### src/rtl/malzeme_dagitici_pkg.sv
// Shared types and constants for the ingredient dispenser (malzeme_dagitici).
// Holds the FSM state enum, hopper index constants and the phase timer width.
// Optional build macro used by the top: DAGITICI_SAYAC_EN (dose counter).
package dagitici_pkg;

    typedef enum logic [2:0] {
        BOSTA,
        TUZ,
        ACIK,
        ARA,
        BITIR
    } durum_t;

    localparam int HAZNE_A = 0;
    localparam int HAZNE_B = 1;
    localparam int ZAMAN_W = 4;

    // One-hot valve pattern for the selected hopper.
    function automatic logic [1:0] tek_sicak(input logic sec);
        logic [1:0] r;
        r          = '0;
        r[HAZNE_A] = ~sec;
        r[HAZNE_B] = sec;
        return r;
    endfunction

endpackage

### src/rtl/malzeme_dagitici_if.sv
// Order handshake between the ingredient-selection stage and the dispenser.
// One order (hopper, unit count, salt flag) is transferred when valid and hazir meet.
// master = upstream producer, slave = dispenser.
interface malzeme_dagitici_if;
    logic       bitti_giris;
    logic       secilen_malzeme;
    logic [3:0] malzeme_miktari;
    logic       cikis_tuzlu;
    logic       hazir;

    modport master (
        output bitti_giris,
        output secilen_malzeme,
        output malzeme_miktari,
        output cikis_tuzlu,
        input  hazir
    );

    modport slave (
        input  bitti_giris,
        input  secilen_malzeme,
        input  malzeme_miktari,
        input  cikis_tuzlu,
        output hazir
    );
endinterface

### src/rtl/malzeme_dagitici_darbe_zamanlayici.sv
// Loadable down-counter timing one valve-open or gap phase.
// Latency: flag is high in the last cycle of a phase loaded with (length-1).
// Backpressure: i_durdur freezes the count; a load always wins over the hold.
module darbe_zamanlayici
    import dagitici_pkg::*;
(
    input  logic               saat,
    input  logic               reset,
    input  logic               i_yukle,
    input  logic [ZAMAN_W-1:0] i_deger,
    input  logic               i_durdur,
    output logic               o_bitti_darbe
);

    logic [ZAMAN_W-1:0] r_sayac;

    // Load on phase entry, otherwise count down to zero unless paused.
    always_ff @(posedge saat or posedge reset) begin
        if (reset) begin
            r_sayac <= '0;
        end else if (i_yukle) begin
            r_sayac <= i_deger;
        end else if (!i_durdur && (r_sayac != '0)) begin
            r_sayac <= r_sayac - 1'b1;
        end
    end

    assign o_bitti_darbe = (r_sayac == '0);

endmodule

### src/rtl/malzeme_dagitici.sv
// Dispenser: turns one order into timed valve pulses (salt dose first, then N units).
// Latency: tamam in cycle U*VANA_ACIK + max(U-1,0)*BOSLUK + 1 after capture, U = N + salt.
// Backpressure: hazir only in BOSTA; durdur freezes timer/kalan and closes valves.
// Build macro DAGITICI_SAYAC_EN adds the saturating toplam_doz dose counter.
module malzeme_dagitici
    import dagitici_pkg::*;
#(
    parameter int VANA_ACIK = 2,
    parameter int BOSLUK    = 1
) (
    input  logic                 saat,
    input  logic                 reset,
    malzeme_dagitici_if.slave    siparis,
    input  logic                 durdur,
    output logic [1:0]           vana,
    output logic                 tuz_vana,
    output logic [3:0]           kalan,
    output logic                 tamam
`ifdef DAGITICI_SAYAC_EN
    ,
    output logic [7:0]           toplam_doz
`endif
);

    localparam logic [ZAMAN_W-1:0] ACIK_YUK = ZAMAN_W'(VANA_ACIK - 1);
    localparam logic [ZAMAN_W-1:0] ARA_YUK  = ZAMAN_W'((BOSLUK > 0) ? BOSLUK - 1 : 0);

    durum_t             r_durum;
    durum_t             w_durum_nxt;
    logic               r_sel;
    logic [3:0]         r_kalan;
    logic               w_yakala;
    logic               w_faz_son;
    logic               w_yukle;
    logic [ZAMAN_W-1:0] w_yukle_deger;
    logic               w_kalan_azalt;
    logic               w_doz_bitti;
    logic               w_bitti_darbe;

    darbe_zamanlayici u_zamanlayici (
        .saat          (saat),
        .reset         (reset),
        .i_yukle       (w_yukle),
        .i_deger       (w_yukle_deger),
        .i_durdur      (durdur),
        .o_bitti_darbe (w_bitti_darbe)
    );

    assign w_yakala  = (r_durum == BOSTA) && siparis.bitti_giris;
    // A phase ends on the edge of its last cycle, but never while paused.
    assign w_faz_son = w_bitti_darbe && !durdur;

    // State register.
    always_ff @(posedge saat or posedge reset) begin
        if (reset) begin
            r_durum <= BOSTA;
        end else begin
            r_durum <= w_durum_nxt;
        end
    end

    // Next state, timer reload and per-dose strobes.
    always_comb begin
        w_durum_nxt   = r_durum;
        w_yukle       = 1'b0;
        w_yukle_deger = '0;
        w_kalan_azalt = 1'b0;
        w_doz_bitti   = 1'b0;
        case (r_durum)
            BOSTA: begin
                if (w_yakala) begin
                    if (siparis.cikis_tuzlu) begin
                        w_durum_nxt   = TUZ;
                        w_yukle       = 1'b1;
                        w_yukle_deger = ACIK_YUK;
                    end else if (siparis.malzeme_miktari != 4'd0) begin
                        w_durum_nxt   = ACIK;
                        w_yukle       = 1'b1;
                        w_yukle_deger = ACIK_YUK;
                    end else begin
                        w_durum_nxt   = BITIR;
                    end
                end
            end
            TUZ: begin
                if (w_faz_son) begin
                    w_doz_bitti = 1'b1;
                    if (r_kalan == 4'd0) begin
                        w_durum_nxt = BITIR;
                    end else if (BOSLUK == 0) begin
                        w_durum_nxt   = ACIK;
                        w_yukle       = 1'b1;
                        w_yukle_deger = ACIK_YUK;
                    end else begin
                        w_durum_nxt   = ARA;
                        w_yukle       = 1'b1;
                        w_yukle_deger = ARA_YUK;
                    end
                end
            end
            ACIK: begin
                if (w_faz_son) begin
                    w_doz_bitti   = 1'b1;
                    w_kalan_azalt = 1'b1;
                    // Last unit goes straight to BITIR: no trailing gap.
                    if (r_kalan == 4'd1) begin
                        w_durum_nxt = BITIR;
                    end else if (BOSLUK == 0) begin
                        w_durum_nxt   = ACIK;
                        w_yukle       = 1'b1;
                        w_yukle_deger = ACIK_YUK;
                    end else begin
                        w_durum_nxt   = ARA;
                        w_yukle       = 1'b1;
                        w_yukle_deger = ARA_YUK;
                    end
                end
            end
            ARA: begin
                if (w_faz_son) begin
                    w_durum_nxt   = ACIK;
                    w_yukle       = 1'b1;
                    w_yukle_deger = ACIK_YUK;
                end
            end
            BITIR: begin
                w_durum_nxt = BOSTA;
            end
            default: begin
                w_durum_nxt = BOSTA;
            end
        endcase
    end

    // Order capture and remaining-unit bookkeeping.
    always_ff @(posedge saat or posedge reset) begin
        if (reset) begin
            r_sel   <= 1'b0;
            r_kalan <= 4'd0;
        end else if (w_yakala) begin
            r_sel   <= siparis.secilen_malzeme;
            r_kalan <= siparis.malzeme_miktari;
        end else if (w_kalan_azalt) begin
            r_kalan <= r_kalan - 4'd1;
        end
    end

`ifdef DAGITICI_SAYAC_EN
    logic [7:0] r_toplam;

    // Lifetime dose counter, saturating at 255, cleared only by reset.
    always_ff @(posedge saat or posedge reset) begin
        if (reset) begin
            r_toplam <= 8'd0;
        end else if (w_doz_bitti && (r_toplam != 8'hFF)) begin
            r_toplam <= r_toplam + 8'd1;
        end
    end

    assign toplam_doz = r_toplam;
`endif

    // Outputs decode the registered state; reset forces BOSTA so valves drop at once.
    assign vana          = ((r_durum == ACIK) && !durdur) ? tek_sicak(r_sel) : 2'b00;
    assign tuz_vana      = (r_durum == TUZ) && !durdur;
    assign kalan         = r_kalan;
    assign tamam         = (r_durum == BITIR);
    assign siparis.hazir = (r_durum == BOSTA);

endmodule

### src/flat_wrapper.sv
// flat-port wrapper written by rule: the top's interface ports become plain ports
module malzeme_dagitici_flat import dagitici_pkg::*;
#(
    parameter int VANA_ACIK = 2,
    parameter int BOSLUK    = 1
)
  (saat, reset, durdur, vana, tuz_vana, kalan, tamam, siparis_bitti_giris, siparis_secilen_malzeme, siparis_malzeme_miktari, siparis_cikis_tuzlu, siparis_hazir);
  malzeme_dagitici_if siparis_i ();
  input  logic saat;
  input  logic reset;
  input  logic durdur;
  output logic [1:0] vana;
  output logic tuz_vana;
  output logic [3:0] kalan;
  output logic tamam;
  input wire logic [$bits(siparis_i.bitti_giris)-1:0] siparis_bitti_giris;
  input wire logic [$bits(siparis_i.secilen_malzeme)-1:0] siparis_secilen_malzeme;
  input wire logic [$bits(siparis_i.malzeme_miktari)-1:0] siparis_malzeme_miktari;
  input wire logic [$bits(siparis_i.cikis_tuzlu)-1:0] siparis_cikis_tuzlu;
  output wire logic [$bits(siparis_i.hazir)-1:0] siparis_hazir;
  assign siparis_i.bitti_giris = siparis_bitti_giris;
  assign siparis_i.secilen_malzeme = siparis_secilen_malzeme;
  assign siparis_i.malzeme_miktari = siparis_malzeme_miktari;
  assign siparis_i.cikis_tuzlu = siparis_cikis_tuzlu;
  assign siparis_hazir = siparis_i.hazir;
  malzeme_dagitici #(.VANA_ACIK(VANA_ACIK), .BOSLUK(BOSLUK)) u_core (.saat(saat), .reset(reset), .siparis(siparis_i), .durdur(durdur), .vana(vana), .tuz_vana(tuz_vana), .kalan(kalan), .tamam(tamam));
endmodule
### config.mk
export PLATFORM = sky130hd
export DESIGN_NAME = malzeme_dagitici_flat
export DESIGN_NICKNAME = d
export VERILOG_FILES = /design/src/rtl/malzeme_dagitici_pkg.sv /design/src/rtl/malzeme_dagitici_if.sv /design/src/rtl/malzeme_dagitici_darbe_zamanlayici.sv /design/src/rtl/malzeme_dagitici.sv /design/src/flat_wrapper.sv
export SDC_FILE = /design/constraint.sdc
export NUM_CORES = 1
export LEC_CHECK = 0
export CORE_ASPECT_RATIO = 1.25
export CORE_UTILIZATION = 25
export DETAILED_ROUTE_END_ITERATION = 10
export SLEW_MARGIN = 30
export SYNTH_ARGS = -nofsm -noshare
export SYNTH_HDL_FRONTEND = slang
export SYNTH_SLANG_ARGS = --single-unit
### constraint.sdc
create_clock -name saat -period 1.8 [get_ports saat]
set_clock_uncertainty 0.15 [all_clocks]
set_input_delay 0.54 -clock saat [delete_from_list [all_inputs] [get_ports saat]]
set_output_delay 0.54 -clock saat [all_outputs]
set_load 0.01 [all_outputs]
==> results.sh, run 1 <==
export IMPL_status="finished, violations left"
export IMPL_violations="setup timing"
export IMPL_final_cell_mix="buf_4, buf_6, dfrtp_1"
export IMPL_first_global_vias=1059
export IMPL_finalSetupViolCount=6
export IMPL_core_area_mm2=0.003309
export IMPL_cap_viol_max_count=0
export IMPL_rsz0062_at_grt="true"
export IMPL_final_hold_violation_count=0
export IMPL_num_rows=23
export IMPL_syn_num_nets=116
export IMPL_min_path_type="input port to flip-flop"
export IMPL_root_buffer="clkbuf_8"
export IMPL_crit_start="u_core.r_durum[0]$_DFFE_PP0P_"
export IMPL_portBuffers=18
export IMPL_synth_cells=103
export IMPL_tightest_slew_ns=0.4441
export IMPL_insertion_delay_ns=0.25
export IMPL_finish_utilization=0.5089
export IMPL_drv_slew=0
export IMPL_hold_buffers=0
export IMPL_clk_pin_slew_worst_paths_ns=0.05
export IMPL_endpoint_kind="output port"
export IMPL_io_pins=19
export IMPL_fin_cells=210
export IMPL_drt_iter0_drc=34
export IMPL_viasPerCell=5.000
export IMPL_vias=1050
export IMPL_dp_hpwl_um=2121
export IMPL_worstSetupStartpointType="flip-flop"
export IMPL_yosysSeqAreaShare=0.3371
export IMPL_cts_tree="built"
export IMPL_gp_congestion=0.9037
export IMPL_cts_made_buffers=3
export IMPL_final_area_mm2=0.001684
export IMPL_drive_gt1_frac=0.5723
export IMPL_max_freq_ghz=0.5220
export IMPL_clockBufferDepth=2
export IMPL_die_w_um=55.39
export IMPL_worstPathMaxFanout=5
export IMPL_drc_errors=0
export IMPL_fin_nets=187
export IMPL_seqCellArea_um2=302.8
export IMPL_post_drt_wl_per_cell_um=14.13
export IMPL_cts_sinks=12
export IMPL_dpl_cell_area_mm2=0.001375
export IMPL_period_share=1.064
export IMPL_worstPathRequired_ns=1.11
export IMPL_dpl_cell_count=189
export IMPL_dieHeight_um=68.74
export IMPL_grt_pass1_wl_um=4733
export IMPL_ant_nets=0
export IMPL_htreeDepth=1
export IMPL_ys_seq_elements=12
export IMPL_finalWirelength_um=2967
export IMPL_grt_max_degree=8
export IMPL_fillerInstances=288
export IMPL_r2r_start="u_core.u_zamanlayici.r_sayac[0]$_DFFE_PP0P_"
export IMPL_critical_path_class="flip-flop to output port"
export IMPL_setup_ws_ns=-0.1159
export IMPL_dr_pass1_iters=4
export IMPL_netlist_area_um2=890.9
export IMPL_critPathArrivalTime_ns=1.23
export IMPL_grt_ovfl_total=0
export IMPL_syn_to_final_growth_pct=89.05
export IMPL_min_period_ns=1.916
export IMPL_ys_warnings_count=0
export IMPL_ys_types=36
export IMPL_ir_worst_vdd_uv=1088
export IMPL_p_per_area_mw_per_mm2=1580
export IMPL_dieArea_mm2=0.003808
export IMPL_final_common_cell="buf_4"
export IMPL_p_leak_nw=0.7703
export IMPL_antenna_found_initial=0
export IMPL_power_mw=2.661
export IMPL_slew_headroom=0.7028
export IMPL_track_usage=0.1643
export IMPL_reg2reg_slack_ns=-0.05
export IMPL_hold_path_startpoint="siparis_malzeme_miktari[2]"
export IMPL_num_antenna_cells=0
export IMPL_avgSynthCellArea_um2=8.649
export IMPL_initial_utilization=0.2692
export IMPL_multi_input_area_um2=686.9
[cell families (layout without fill, tap and decap cells)]
kind of cell,count (synthesis),after routing,synth area share
AOI/OAI and AO/OA,21,21,0.1671
buffers and inverters,10,80,0.05477
DFF,12,12,0.3371
xor gates and xnor gates,4,4,0.03933
adders and majority gates,3,3,0.04214
and+or+nand+nor,51,51,0.3301
muxes,2,2,0.02949
[state kept, by name, indices dropped and copies added, names as in the netlist]
register                      flops
u_core.u_zamanlayici.r_sayac      4
u_core.r_durum                    3
u_core.r_sel                      1
u_core.kalan                      4
[power by group]
part | leakage, nW | internal (mW) | switching (mW)
Clock | 0.0288 | 0.194 | 0.105
Combinational | 0.598 | 1.00 | 0.829
Sequential | 0.144 | 0.397 | 0.134
Total | 0.770 | 1.59 | 1.07
[through the flow]
stage               TNS [ns]  hold slack [ns]  setup WS [ns]
finish               -0.4983           0.3773        -0.1159
floorplan            -0.1565           0.2547       -0.05758
global placement      -9.468           0.4107        -0.7771
CTS                  -0.5700           0.3824        -0.1279
global route          -1.040           0.4109        -0.1644
detailed placement    -9.908           0.4246        -0.7566
[path summary, 6_finish.rpt]
| check | depth (start not counted) | to |
|---|---|---|
| setup / recovery | 4 | vana[1] |
| hold / removal | 3 | u_core.kalan[2]$_DFFE_PP0P_ |
| setup reg to reg | 8 | u_core.u_zamanlayici.r_sayac[0]$_DFFE_PP0P_ |
| hold reg to reg | 3 | u_core.r_sel$_DFFE_PP0N_ |
| max in group asynchronous | 3 | u_core.u_zamanlayici.r_sayac[3]$_DFFE_PP0P_ |
| min in group asynchronous | 3 | u_core.kalan[2]$_DFFE_PP0P_ |
[cells in the mapped netlist (all sizes together)]
master  number  share of area
a221oi       1         0.0098
o21ai        4          0.031
nor3         7          0.039
nand2       11          0.046
dfrtp       12           0.34
and3b        1         0.0098
and2b        1         0.0084
mux2         2          0.029
nor4b        1          0.027
inv          5          0.021
nand3        2          0.011
a2111o       2          0.025
nand2b       2          0.014
nor2        12          0.059
nor3b        4          0.034
xnor2        2          0.020
xor2         2          0.020
or3b         1         0.0098
buf          4          0.029
ha           3          0.042
nor2b        3          0.021
nand3b       1         0.0084
a21oi       10          0.060
clkbuf       1         0.0042
o22ai        1          0.014
a211oi       2          0.017
nand4        2          0.014
and2         1         0.0070
or4          2          0.021
a311oi       1         0.0098
[what timing repair did]
action	in CTS	in global routing
endpoints found under the setup margin	20	16
resized for setup	73	13
pin swaps	15	4
setup buffers	9	8
[area by class of cell]
type | instances | share of cell area
multi-input combinational | 81 | 0.4079
timing repair buffer | 71 | 0.3395
sequential | 12 | 0.1798
clock buffer | 4 | 0.03269
tap | 37 | 0.02749
inverter | 5 | 0.01263
[per-layer routing]
| layer | wire length, µm | part of all wire | global-route usage |
|---|---|---|---|
| met5 | 0 | 0 | 0 |
| met4 | 114 | 0.038 | 0.1250 |
| met3 | 86 | 0.029 | 0.02052 |
| met2 | 1653 | 0.56 | 0.3163 |
| met1 | 1112 | 0.37 | 0.1646 |
[critical path, cell delays in order (launching register included)]
cell and delay, ns:
dfrtp_2 0.46, nor2_4 0.13, nand2_2 0.08, nor3b_2 0.15, buf_2 0.15
Power figures use the tool's default switching activity.
==> run 2: changes to the inputs <==
--- a/config.mk
+++ b/config.mk
@@ -6,8 +6,9 @@
 export NUM_CORES = 1
 export LEC_CHECK = 0
 export CORE_ASPECT_RATIO = 1.25
-export CORE_UTILIZATION = 25
+export CORE_UTILIZATION = 44
 export DETAILED_ROUTE_END_ITERATION = 10
+export PLACE_DENSITY = 0.73
 export SLEW_MARGIN = 30
 export SYNTH_ARGS = -nofsm -noshare
 export SYNTH_HDL_FRONTEND = slang
==> results.sh, run 2 (same netlist as run 1, synthesis figures left out) <==
export IMPL_grt_pass1_wl_um=4547
export IMPL_io_pins=19
export IMPL_grt_ovfl_total=0
export IMPL_worstSetupStartpointType="flip-flop"
export IMPL_finish_utilization=0.8570
export IMPL_tightest_slew_ns=0.5163
export IMPL_hold_buffers=0
export IMPL_drv_slew=0
export IMPL_ant_nets=0
export IMPL_dpl_cell_area_mm2=0.001292
export IMPL_status="finished, violations left"
export IMPL_initial_utilization=0.4870
export IMPL_slowest_delay_ns=0.45
export IMPL_rsz0062_at_grt="true"
export IMPL_ir_worst_vdd_uv=1157
export IMPL_path_buf_inv=1
export IMPL_hold_path_startpoint="siparis_malzeme_miktari[1]"
export IMPL_worst_path_max_delay_cell="dfrtp_2"
export IMPL_worstReg2RegEnd="u_core.r_durum[2]$_DFFE_PP0P_"
export IMPL_dieHeight_um=52.31
export IMPL_insertion_delay_ns=0.30
export IMPL_cp_depth=4
export IMPL_worstPathMaxFanout=4
export IMPL_final_common_cell="buf_4"
export IMPL_max_freq_ghz=0.4959
export IMPL_cts_made_buffers=3
export IMPL_clk_pin_slew_worst_paths_ns=0.10
export IMPL_reg2reg_slack_ns=-0.11
export IMPL_drt_iter0_drc=24
export IMPL_dr_pass1_iters=4
export IMPL_path_delay_family="flip-flops"
export IMPL_grt_max_degree=13
export IMPL_cts_sinks=12
export IMPL_cap_viol_max_count=0
export IMPL_clockBufferDepth=2
export IMPL_num_antenna_cells=0
export IMPL_min_path_type="input port to flip-flop"
export IMPL_p_per_area_mw_per_mm2=1729
export IMPL_fillerInstances=99
export IMPL_finalWirelength_um=3457
export IMPL_power_mw=2.710
export IMPL_endpoint_kind="output port"
export IMPL_dp_hpwl_um=1955
export IMPL_num_rows=17
export IMPL_dieArea_mm2=0.002210
export IMPL_min_period_ns=2.017
export IMPL_hold_end="u_core.kalan[1]$_DFFE_PP0P_"
export IMPL_cts_tree="built"
export IMPL_post_drt_wl_per_cell_um=19.10
export IMPL_htreeDepth=1
export IMPL_worstPathRequired_ns=1.11
export IMPL_syn_to_final_growth_pct=75.98
export IMPL_period_share=1.120
export IMPL_drc_errors=0
export IMPL_die_w_um=42.25
export IMPL_root_buffer="clkbuf_4"
export IMPL_vias=1067
export IMPL_worstRegToRegCells=5
export IMPL_fin_nets=176
export IMPL_antenna_found_initial=0
export IMPL_drive_gt1_frac=0.5370
export IMPL_path_cells="nor2_2, nand2_2, nor3b_2, buf_2"
export IMPL_portBuffers=18
export IMPL_core_area_mm2=0.001829
export IMPL_slew_headroom=0.6555
export IMPL_setup_ws_ns=-0.2165
export IMPL_track_usage=0.2826
export IMPL_finalSetupViolCount=9
export IMPL_gp_congestion=0.8779
export IMPL_first_global_vias=1010
export IMPL_critPathArrivalTime_ns=1.33
export IMPL_viasPerCell=5.895
export IMPL_final_area_mm2=0.001568
export IMPL_final_hold_violation_count=0
export IMPL_p_leak_nw=0.7186
export IMPL_final_cell_mix="buf_4, dfrtp_1, nand2_1"
export IMPL_whs_path_depth=3
export IMPL_violations="setup timing"
export IMPL_critical_path_class="flip-flop to output port"
export IMPL_r2r_start="u_core.r_durum[0]$_DFFE_PP0P_"
[run 2: cell types whose count changed in the layout (fill, tap and decap cells not counted), sizes merged]
| cell | change |
|---|---|
| dlygate4sd2 | +1 |
| clkdlybuf4s15 | +2 |
| buf | -14 |
[run 2: layer usage]
metal | global-route usage | up-vias | routed length, µm
met3 | 0.04138 | 17 | 131
met5 | 0 | - | 0
met2 | 0.5436 | 35 | 1871
met1 | 0.3004 | 530 | 1290
li1 | - | 485 | -
met4 | 0.1250 | 0 | 163
[run 2: area by class of cell]
cell class / count / area (µm²) / area share
Inverter: 5 / 18.77 / 0.01197
Timing Repair Buffer: 60 / 498.0 / 0.3176
Tap cell: 19 / 23.77 / 0.01516
Clock buffer: 4 / 36.28 / 0.02314
Multi-Input combinational cell: 81 / 688.2 / 0.4389
Sequential cell: 12 / 302.8 / 0.1931
[run 2: tightest hold or removal path: cells and delay by family]
family	cells	cell delay, ns
simple gates	1	0.06
buf+inv	1	0.18
compound gates	1	0.06
[run 2: repair_timing]
item | in CTS | in global routing
buffers inserted | 7 | 7
pin swaps | 10 | 5
gates resized for setup | 60 | 18
setup endpoints to repair | 20 | 16
[run 2: how the worst max path moves through the flow]
stage	end	slack [ns]	startpoint
final	vana[1]	-0.22	u_core.r_durum[0]$_DFFE_PP0P_
after global routing	vana[1]	-0.24	u_core.r_durum[0]$_DFFE_PP0P_
after CTS	vana[1]	-0.13	u_core.r_durum[0]$_DFFE_PP0P_
after detailed placement	tuz_vana	-0.72	durdur
after global placement	tuz_vana	-0.68	durdur
after floorplan	u_core.u_zamanlayici.r_sayac[0]$_DFFE_PP0P_	-0.06	siparis_malzeme_miktari[3]
[run 2: through the flow]
stage	setup TNS, ns	std cells	worst slack [ns]	hold slack [ns]
2_1_floorplan	-0.1565	103	-0.05758	0.2547
3_3_place_gp	-8.692	163	-0.6814	0.3206
3_5_place_dp	-9.203	163	-0.7163	0.3715
4_1_cts	-0.6911	174	-0.1269	0.3906
5_1_grt	-1.496	181	-0.2445	0.4496
6_report	-1.059	181	-0.2165	0.4144
[run 2: power by group]
part           internal, mW  switching [mW]  total, mW
logic                  1.00           0.939       1.94
clock network         0.124           0.121      0.245
registers             0.395           0.130      0.525
==> run 3: changes to the inputs <==
--- a/config.mk
+++ b/config.mk
@@ -8,6 +8,7 @@
 export CORE_ASPECT_RATIO = 1.25
 export CORE_UTILIZATION = 44
 export DETAILED_ROUTE_END_ITERATION = 10
+export GPL_TIMING_DRIVEN = 0
 export PLACE_DENSITY = 0.73
 export SLEW_MARGIN = 30
 export SYNTH_ARGS = -nofsm -noshare
==> results.sh, run 3 (same netlist as run 1, synthesis figures left out) <==
export IMPL_status="finished, violations left"
export IMPL_violations="setup timing"
export IMPL_slew_headroom=0.6596
export IMPL_num_rows=17
export IMPL_ant_nets=0
export IMPL_first_global_vias=938
export IMPL_final_hold_violation_count=0
export IMPL_tightest_slew_ns=0.5101
export IMPL_final_area_mm2=0.001525
export IMPL_cts_made_buffers=3
export IMPL_grt_ovfl_total=0
export IMPL_fin_nets=167
export IMPL_hold_buffers=0
export IMPL_reg2reg_slack_ns=-0.19
export IMPL_worstPathRequired_ns=1.11
export IMPL_drive_gt1_frac=0.5359
export IMPL_met1_usage=0.2827
export IMPL_die_w_um=42.25
export IMPL_worstSetupStartpointType="flip-flop"
export IMPL_critPathArrivalTime_ns=1.39
export IMPL_vias=1035
export IMPL_dieHeight_um=52.31
export IMPL_drt_iter0_drc=44
export IMPL_insertion_delay_ns=0.30
export IMPL_cts_tree="built"
export IMPL_finalSetupViolCount=7
export IMPL_gp_congestion=0.8792
export IMPL_setup_ws_ns=-0.2788
export IMPL_endpoint_kind="output port"
export IMPL_portBuffers=17
export IMPL_hold_path_startpoint="siparis_malzeme_miktari[1]"
export IMPL_viasPerCell=6.017
export IMPL_finalWirelength_um=3320
export IMPL_min_path_type="input port to flip-flop"
export IMPL_final_common_cell="buf_4"
export IMPL_period_share=1.155
export IMPL_ir_worst_vdd_uv=1086
export IMPL_dr_pass1_iters=4
export IMPL_worstPathMaxFanout=4
export IMPL_syn_to_final_growth_pct=71.21
export IMPL_dpl_cell_count=139
export IMPL_p_per_area_mw_per_mm2=1718
export IMPL_hold_end="u_core.kalan[1]$_DFFE_PP0P_"
export IMPL_num_antenna_cells=0
export IMPL_grtUsageMet3=0.03793
export IMPL_whs_path_depth=3
export IMPL_fin_cells=172
export IMPL_cts_sinks=12
export IMPL_dieArea_mm2=0.002210
export IMPL_drv_slew=0
export IMPL_grt_pass1_wl_um=4146
export IMPL_busiest_layer="met2"
export IMPL_io_pins=19
export IMPL_met2_usage=0.4744
export IMPL_grt_max_degree=13
export IMPL_core_area_mm2=0.001829
export IMPL_dpl_cell_area_mm2=0.001106
export IMPL_max_freq_ghz=0.4810
export IMPL_pre_cts_ws_ns=-0.6071
export IMPL_cap_viol_max_count=0
export IMPL_p_leak_nw=0.6805
export IMPL_critical_path_class="flip-flop to output port"
export IMPL_drc_errors=0
export IMPL_rsz0062_at_grt="true"
export IMPL_post_drt_wl_per_cell_um=19.30
export IMPL_root_buffer="clkbuf_4"
export IMPL_initial_utilization=0.4870
export IMPL_power_mw=2.621
export IMPL_final_cell_mix="buf_4, buf_6, nand2_1, dfrtp_1"
export IMPL_track_usage=0.2642
export IMPL_worstReg2RegEnd="u_core.r_durum[2]$_DFFE_PP0P_"
export IMPL_htreeDepth=1
export IMPL_min_period_ns=2.079
export IMPL_worstRegToRegCells=7
export IMPL_r2r_start="u_core.r_durum[0]$_DFFE_PP0P_"
export IMPL_dp_hpwl_um=1600
export IMPL_clk_pin_slew_worst_paths_ns=0.08
export IMPL_antenna_found_initial=0
export IMPL_clockBufferDepth=2
==> run 3: stage by stage <==
stage,utilization,TNS (ns),hold WS [ns]
2_1_floorplan,-,-0.1565,0.2547
3_3_place_gp,0.6047,-6.712,0.3338
3_5_place_dp,0.6047,-6.857,0.3305
4_1_cts,0.7298,-1.074,0.3212
5_1_grt,0.8338,-1.570,0.3264
6_report,0.8338,-1.335,0.3094
==> run 3: worst max path at each step <==
stage                                             endpoint  cells past startpoint                     startpoint  slack, ns
6_report                                           vana[0]                      5  u_core.r_durum[0]$_DFFE_PP0P_      -0.28
5_1_grt                                            vana[1]                      5  u_core.r_durum[0]$_DFFE_PP0P_      -0.28
4_1_cts                                            vana[1]                      5  u_core.r_durum[0]$_DFFE_PP0P_      -0.22
3_5_place_dp                                       vana[0]                      5  u_core.r_durum[1]$_DFFE_PP0P_      -0.61
3_3_place_gp                                       vana[1]                      5  u_core.r_durum[1]$_DFFE_PP0P_      -0.59
2_1_floorplan  u_core.u_zamanlayici.r_sayac[0]$_DFFE_PP0P_                      4     siparis_malzeme_miktari[3]      -0.06
==> run 3: critical path, stage by stage (launching register included) <==
cell and delay [ns]:
dfrtp_2 0.45, buf_6 0.15, nor2_4 0.11, nand2_2 0.08, nor3_1 0.15, buf_2 0.16
==> run 3: final cells by class <==
class,count,area [µm²]
clock buffer,4,36.28
tap,19,23.77
multi-input combinational,81,701.9
sequential,12,304.0
buffer,4,48.80
timing repair buffer,47,391.6
inverter,5,18.77
fill,106,304.0
==> run 3: report_power, final <==
part	internal (mW)	switching, mW
sequential	0.398	0.142
clock	0.124	0.112
combinational	0.955	0.889
==> run 3: timing repair <==
item	4_1_cts	5_1_grt
buffers inserted	18	12
endpoints found under the setup margin	21	16
gates resized for setup	64	19
pin swaps	8	10
==> run 3: per-layer routing <==
metal / vias up / share of wire
met5: - / 0
met4: 0 / 0.027
met3: 8 / 0.051
met2: 50 / 0.55
met1: 510 / 0.37
li1: 467 / -
